File: config.mk
export PLATFORM = sky130hd
export DESIGN_NAME = alu
export DESIGN_NICKNAME = d
export VERILOG_FILES = /design/src/rtl/alu_pkg.sv /design/src/rtl/alu_addsub.sv /design/src/rtl/alu.sv
export SDC_FILE = /design/constraint.sdc
export NUM_CORES = 1
export LEC_CHECK = 0
export ABC_AREA = 1
export CORE_UTILIZATION = 45
export CTS_CLUSTER_SIZE = 40
export DETAILED_ROUTE_END_ITERATION = 16
export GPL_TIMING_DRIVEN = 0
export MAX_ROUTING_LAYER = met4
export PLACE_DENSITY = 0.71
export SLEW_MARGIN = 20
export SYNTH_ARGS = -nofsm -noshare
export SYNTH_HDL_FRONTEND = slang
export SYNTH_SLANG_ARGS = --single-unit
File: constraint.sdc
create_clock -name clk -period 3.51 [get_ports clk]
set_input_delay 0.5265 -clock clk [delete_from_list [all_inputs] [get_ports clk]]
set_output_delay 0.5265 -clock clk [all_outputs]
set_load 0.01 [all_outputs]
File: src/rtl/alu_pkg.sv
// Shared definitions for the ALU: function-select codes and the B-invert bit.
package alu_pkg;

   // F[2] inverts B and injects the adder carry-in, turning add into subtract
   localparam int unsigned INV_B = 2;
   localparam int unsigned F_W   = 3;

   typedef enum logic [F_W-1:0] {
      OP_AND  = 3'b000,
      OP_OR   = 3'b001,
      OP_ADD  = 3'b010,
      OP_RSVD = 3'b011,
      OP_ANDN = 3'b100,
      OP_ORN  = 3'b101,
      OP_SUB  = 3'b110,
      OP_SLT  = 3'b111
   } alu_op_e;

endpackage

File: src/rtl/alu_addsub.sv
// N-bit adder/subtractor with carry-out and signed overflow.
//   A, B   : operands (B is the uninverted operand)
//   sub    : 1 -> A - B (invert B, carry-in 1), 0 -> A + B
//   S      : N-bit sum/difference
//   carry  : adder carry-out (for subtract, 1 = no borrow)
//   ovf    : signed overflow of the subtraction A - B
module alu_addsub #(
   parameter int unsigned N = 32
) (
   input  logic [N-1:0] A,
   input  logic [N-1:0] B,
   input  logic         sub,
   output logic [N-1:0] S,
   output logic         carry,
   output logic         ovf
);

   logic [N-1:0] b_eff;
   logic [N:0]   full;

   // Sum computed one bit wider so the carry falls out of the top bit
   always_comb begin
      b_eff = sub ? ~B : B;
      full  = {1'b0, A} + {1'b0, b_eff} + (N+1)'(sub);
   end

   assign S     = full[N-1:0];
   assign carry = full[N];
   // Overflow of A - B: operand signs differ and result sign differs from A
   assign ovf   = (A[N-1] != B[N-1]) & (S[N-1] != A[N-1]);

endmodule

File: src/rtl/alu.sv
// Parameterized N-bit ALU with registered outputs (1-cycle latency).
//   clk    : clock, rising edge
//   reset  : synchronous active-high reset (Y=0, Cout=0, zf=1)
//   A, B   : operands
//   F      : function select, F[2] = invert B, F[1:0] = operation
//   Y      : registered result
//   Cout   : registered adder carry-out (valid for every F code)
//   zf     : registered zero flag of Y
module alu
   import alu_pkg::*;
#(
   parameter int unsigned N = 32
) (
   input  logic         clk,
   input  logic         reset,
   input  logic [N-1:0] A,
   input  logic [N-1:0] B,
   input  logic [2:0]   F,
   output logic [N-1:0] Y,
   output logic         Cout,
   output logic         zf
);

   logic         sub;
   logic [N-1:0] bb;
   logic [N-1:0] sum;
   logic         carry;
   logic         ovf;
   logic         lt;
   logic [N-1:0] y_next;

   assign sub = F[INV_B];
   assign bb  = sub ? ~B : B;

   alu_addsub #(.N(N)) u_addsub (
      .A     (A),
      .B     (B),
      .sub   (sub),
      .S     (sum),
      .carry (carry),
      .ovf   (ovf)
   );

   // Signed less-than: sign of A - B corrected for overflow
   assign lt = sum[N-1] ^ ovf;

   // Result mux
   always_comb begin
      y_next = '0;
      case (alu_op_e'(F))
         OP_AND,  OP_ANDN: y_next = A & bb;
         OP_OR,   OP_ORN:  y_next = A | bb;
         OP_ADD,  OP_SUB:  y_next = sum;
         OP_SLT:           y_next = N'(lt);
         OP_RSVD:          y_next = '0;
      endcase
   end

   // Output register
   always_ff @(posedge clk) begin
      if (reset) begin
         Y    <= '0;
         Cout <= 1'b0;
         zf   <= 1'b1;
      end else begin
         Y    <= y_next;
         Cout <= carry;
         zf   <= (y_next == '0);
      end
   end

endmodule

# Word-level counts from Yosys, hierarchy flattened
# Index checks and enable logic that the tools add are counted.
[classes]
reduce_logical = 5
order_cmp = 0
mux = 2
n_shift = 0
n_mul = 0
n_eq_ne = 9
div = 0
addsub = 2
n_bitwise = 5
[ops]
columns = ["operator", "count"]
rows = [
  ["$pmux W32 S5", 1],
  ["$add A32 B32 Y33", 1],
  ["$add A33 B1 Y33", 1],
  ["$and A32 B32 Y32", 1],
  ["$logic_not A32 Y1", 1],
  ["$mux W32", 1],
  ["$not A32 Y32", 1],
  ["$or A32 B32 Y32", 1],
  ["$eq A3 B3 Y1 const B", 4],
  ["$eq A3 B2 Y1 const B", 2],
  ["$reduce_or A2 Y1", 3],
  ["$eq A3 B1 Y1 const B", 1],
  ["$logic_not A3 Y1", 1],
  ["$ne A1 B1 Y1", 2],
  ["$and A1 B1 Y1", 1],
  ["$xor A1 B1 Y1", 1],
]
[totals]
mem_bits_ro = 0
memories = 0
inputBits = 69
latchBits = 0
regBits = 34
mem_bits_rw = 0
word_cells = 26

# Depth between registers and ports, before layout
[logic_depth]
word_depth = 9
depth_mapped = 24
depth_no_buf = 24

# Hierarchy
# A second synthesis with hierarchy kept.
[hier_totals]
cells_unflattened = 813
area_unflattened_um2 = 4764.6
[by_module_without_submodules]
columns = ["module", "cells_per_inst", "instances", "seq_area_each_um2", "area_per_inst_um2"]
rows = [
  ["alu", 395, 1, 680.7, 2393.5],
  ["alu_addsub", 418, 1, 0.0, 2371.0],
]

# Least setup slack after synthesis
# No wires, ideal clock.
[synth_path]
kind = "in2reg"
startpoint = "input port F[2]"
endpoint = "register zf"
setup_ps = 58
path_slack_ps = 502
path_stages = 23
arrival_time_ps = 2950
path_buffers = 2
cell_sequence = "buf_4 -> buf_1 -> xnor2_1 -> fa_1 -> inv_2 -> nand2_1 -> nand2_1 -> nand3_1 -> nand2_1 -> nand2_1 -> nand2_2 -> nand2_1 -> nand2_1 -> nand2_1 -> nand3_1 -> nand2_1 -> nand2_1 -> nand2_1 -> nor2_1 -> nand2_1 -> nor2_1 -> nand2_1 -> nand2_1"
[synth_between]
elab_chain_cells = 8
[synth_rtl]
columns = ["item", "line_no", "source"]
rows = [
  ["start: declaration", "alu.sv:18", "input logic [2:0] F,"],
  ["$mux W32", "alu_addsub.sv:23, alu.sv:33", ""],
  ["$add A32 B32 Y33", "alu_addsub.sv:24", "full = {1'b0, A} + {1'b0, b_eff} + (N+1)'(sub);"],
  ["$add A33 B1 Y33", "alu_addsub.sv:24", ""],
  ["$ne A1 B1 Y1", "alu_addsub.sv:30", "assign ovf = (A[N-1] != B[N-1]) & (S[N-1] != A[N-1]);"],
  ["$and A1 B1 Y1", "alu_addsub.sv:30", ""],
  ["$xor A1 B1 Y1", "alu.sv:45", "assign lt = sum[N-1] ^ ovf;"],
  ["$pmux W32 S5 (*)", "alu.sv:50", "case (alu_op_e'(F))"],
  ["$logic_not A32 Y1 (*)", "alu.sv:68", "zf <= (y_next == '0);"],
  ["end signal: assignment", "alu.sv:68", ""],
  ["end: declaration", "alu.sv:21", "output logic zf"],
]
# Mark *: on every way between the ends. The rest lies on a longest branch, timed or not.
# A chain may end at the register's enable or synchronous reset.

# Final worst setup path
[layout_path]
startpoint = "input port B[0]"
endpoint = "register zf"
[layout_between]
elab_chain_cells = 9
[layout_rtl]
columns = ["item", "line_no", "source"]
rows = [
  ["start: declaration", "alu.sv:17", "input logic [N-1:0] B,"],
  ["$not A32 Y32", "alu_addsub.sv:23, alu.sv:33", ""],
  ["$mux W32 (*)", "alu_addsub.sv:23, alu.sv:33", ""],
  ["$add A32 B32 Y33", "alu_addsub.sv:24", ""],
  ["$add A33 B1 Y33", "alu_addsub.sv:24", ""],
  ["$ne A1 B1 Y1", "alu_addsub.sv:30", ""],
  ["$and A1 B1 Y1", "alu_addsub.sv:30", ""],
  ["$xor A1 B1 Y1", "alu.sv:45", ""],
  ["$pmux W32 S5 (*)", "alu.sv:50", ""],
  ["$logic_not A32 Y1 (*)", "alu.sv:68", ""],
]
# Marks and branches as above.

==> impl_metrics.py <==
metrics = {
    "outcome": {
        "status": "complete, no violations",
    },
    "synthesis": {
        "syn_nets": 1030,
        "synth_top_area_frac": 0.2182,
        "ys_ff_latch": 34,
        "syn_area_sq_um": 5040,
        "postSynthAreaPerCell_sq_um": 5.625,
        "synth_area_leaders": "nand2_1 (22%), ha_1 (16%), dfxtp_1 (14%), inv_1 (12%), nor2_1 (6.8%)",
        "synth.largest_area_cell": "nand2_1",
        "ys_seq_area_frac": 0.1351,
        "synthCells": 896,
        "synth_cell_types": 38,
        "ys_warn_count": 0,
    },
    "pwr": {
        "p_per_area_nw_per_um2": 296.2,
        "ir_worst_vdd_uv": 245.9,
        "leakage_uw": 0.003425,
    },
    "sta": {
        "finalSetupTns_ns": 0,
        "timing.fmax_mhz": 306.1,
        "worstMarginPinSlew_ns": 0.6654,
        "hold_viol": 0,
        "period_needed_ns": 3.267,
        "fin_ws_ns": 0.2433,
        "rsz0062_at_grt": "no",
        "max_slew_margin": 0.5564,
        "holdWs_ns": 0.6583,
        "final_max_slew_viol_count": 0,
        "layout_worst_path_cycle_share": 0.9307,
        "setup_violations": 0,
    },
    "global_routing": {
        "busiest_layer": "met2",
        "grt_use_met3": 0.02966,
        "met2_usage": 0.4299,
        "grt_pass1_wl_um": 24420,
        "grt_max_degree": 12,
        "met1_usage": 0.4022,
        "antenna_found_initial": 1,
        "track_usage": 0.2827,
        "overflow": 0,
        "grt_pass1_vias": 4910,
    },
    "clocking": {
        "clkSinkCount": 34,
        "clockBufferDepth": 2,
        "post_cts_buffers": 0,
        "h-tree-depth": 2,
        "cts_tree": "built",
        "path_clk_slew_ns": 0.07,
        "clockRootBuffer": "clkbuf_8",
        "cts_buffers": 5,
    },
    "cells_and_area": {
        "nets": 1137,
        "fin_cells": 1145,
        "final_core_util": 0.5817,
        "area_growth_pct": 25.67,
        "fill_cells": 1160,
        "drive_gt1_frac": 0.05777,
    },
    "placement": {
        "post-dp-hpwl_um": 12850,
        "place_ws_ns": -0.4678,
        "placed_cells": 1136,
        "io_buffers": 100,
        "gp_congestion": 1.016,
    },
    "detailed_routing": {
        "wl_per_cell_um": 13.66,
        "drt_wl_total_um": 15640,
        "avgViaCountPerCell": 4.924,
        "vias": 5638,
        "drt_iter0_drc": 447,
        "drtPass1Iterations": 5,
        "antenna_left": 0,
        "drt_drc_violations_left": 0,
    },
    "critical_path": {
        "cpMaxStageDelayCell": "clkdlybuf4s50_1",
        "arrival_ns": 3.51,
        "path_cells": "clkdlybuf4s50_1 > inv_1 > nor2_1 > nor2_2 > inv_1 > fa_1 > inv_2 > nand2_1 > nand2_1 > nand3_1 > nand2_1 > nand2_1 > nand2_2 > nand3b_1 > nand2_1 > nand2_1 > nand3_1 > nand3_1 > nor2_1 > nand2_1 > nor2_1 > nand2_1 > nand2_1",
        "start_kind": "input port",
        "worstPathMaxFanout": 4,
        "slowest_delay_ns": 0.48,
        "crit_required_ns": 3.75,
        "cpMostUsedCell": "nand2_1",
        "end_kind": "flip-flop",
        "critical_path_class": "in -> reg",
    },
    "worst_hold_path": {
        "hold_start": "reset",
        "holdPathEnd": "zf$_SDFF_PP1_",
        "hold_path_class": "in -> reg",
        "hold_depth": 3,
    },
    "floorplan": {
        "die_w_um": 107.8,
        "pin_count": 103,
        "fp.coreArea_sq_um": 10890,
        "die_h_um": 107.8,
        "initial_core_util": 0.4629,
        "rows": 38,
        "dieArea_sq_um": 11630,
    },
    "job": {
        "cap_viol_max_count": 0,
    },
}
through the flow:
step / area [sq um] / power [uW]
floorplan: 5040 / 1125
global placement: 6216 / 1473
detailed placement: 6216 / 1477
CTS: 6339 / 1867
global route: 6331 / 2023
finish: 6334 / 1876
routing by layer:
metal	share of wire	wire, um
met5	0	0
met4	0.012	191
met3	0.073	1148
met2	0.43	6656
met1	0.49	7643
cell usage after synthesis, drive strengths merged:
cell type,n
nand3b,9
a21oi,29
nor4,1
nand2,301
a2111oi,1
o21bai,3
or2,11
buf,8
clkbuf,8
and3,1
o22ai,2
nand4,5
fa,1
ha,64
xnor2,32
a31oi,16
nand3,69
nor3,5
inv,180
o21ai,17
o211ai,1
dfxtp,34
nor2,96
and2,1
o21a,1
placed cells by master (no fill, tap or decap), types with 8 or more instances in the layout:
| cell type | synthesis | final |
|---|---|---|
| a21oi_1 | 27 | 27 |
| a31oi_1 | 16 | 16 |
| clkbuf_1 | 8 | 8 |
| clkdlybuf4s50_1 | 0 | 100 |
| dfxtp_1 | 34 | 34 |
| ha_1 | 64 | 64 |
| inv_1 | 167 | 167 |
| inv_2 | 12 | 12 |
| nand2_1 | 293 | 293 |
| nand3_1 | 67 | 67 |
| nand3b_1 | 9 | 9 |
| nor2_1 | 91 | 90 |
| o21ai_1 | 10 | 10 |
| or2_2 | 11 | 11 |
| xnor2_1 | 32 | 32 |
cells by family after synthesis:
logic type	after synthesis	share of synthesized area
simple gates	499	0.4181
xor+xnor	32	0.05561
compound gates	70	0.07994
buf+inv	196	0.1485
flops	34	0.1351
fa+ha+maj	65	0.1629
state kept, by name, indices dropped and copies added, names as in the netlist:
signal	cells
Cout	1
Y	32
zf	1
worst max-delay path by stage:
stage                     start       endpoint  slack, ns  depth (start not counted)
after floorplan            F[2]  zf$_SDFF_PP1_       0.50                         23
after detailed placement   F[2]  zf$_SDFF_PP1_      -0.47                         23
final                      B[0]  zf$_SDFF_PP1_       0.24                         23
after global placement     F[2]  zf$_SDFF_PP1_      -0.48                         23
after global routing       B[0]  zf$_SDFF_PP1_       0.05                         23
after CTS                  F[2]  zf$_SDFF_PP1_      0.002                         18
timing repair:
action	in CTS	in global routing
hold buffers	0	0
endpoints found under the setup margin	1	1
gates resized for setup	3	6
pin swaps	0	0
power breakdown:
| group | internal (uW) | switching [uW] | leakage [uW] | total, uW |
|---|---|---|---|---|
| clock | 210 | 179 | 0.0000579 | 389 |
| combinational | 416 | 643 | 0.00309 | 1060 |
| sequential | 420 | 7.77 | 0.000282 | 428 |
worst max-delay path, delay by kind of cell:
family                   cells  cell delay [ns]
adder cells (fa/ha/maj)      1             0.40
AND/OR/NAND/NOR             18             1.79
buffers and inverters        4             0.79
cell type report:
class | instances | area (sq um) | area share
Sequential cell | 34 | 680.7 | 0.1075
Clock inverter | 3 | 40.04 | 0.006322
Inverter | 180 | 678.2 | 0.1071
Antenna cell | 1 | 2.502 | 0.0003951
Multi-Input combinational cell | 666 | 3613 | 0.5705
Timing Repair Buffer | 100 | 1001 | 0.1580
Tap cell | 140 | 175.2 | 0.02766
Clock buffer | 5 | 68.82 | 0.01087
Buffer | 16 | 73.82 | 0.01166
(Power assumes the default switching activity.)
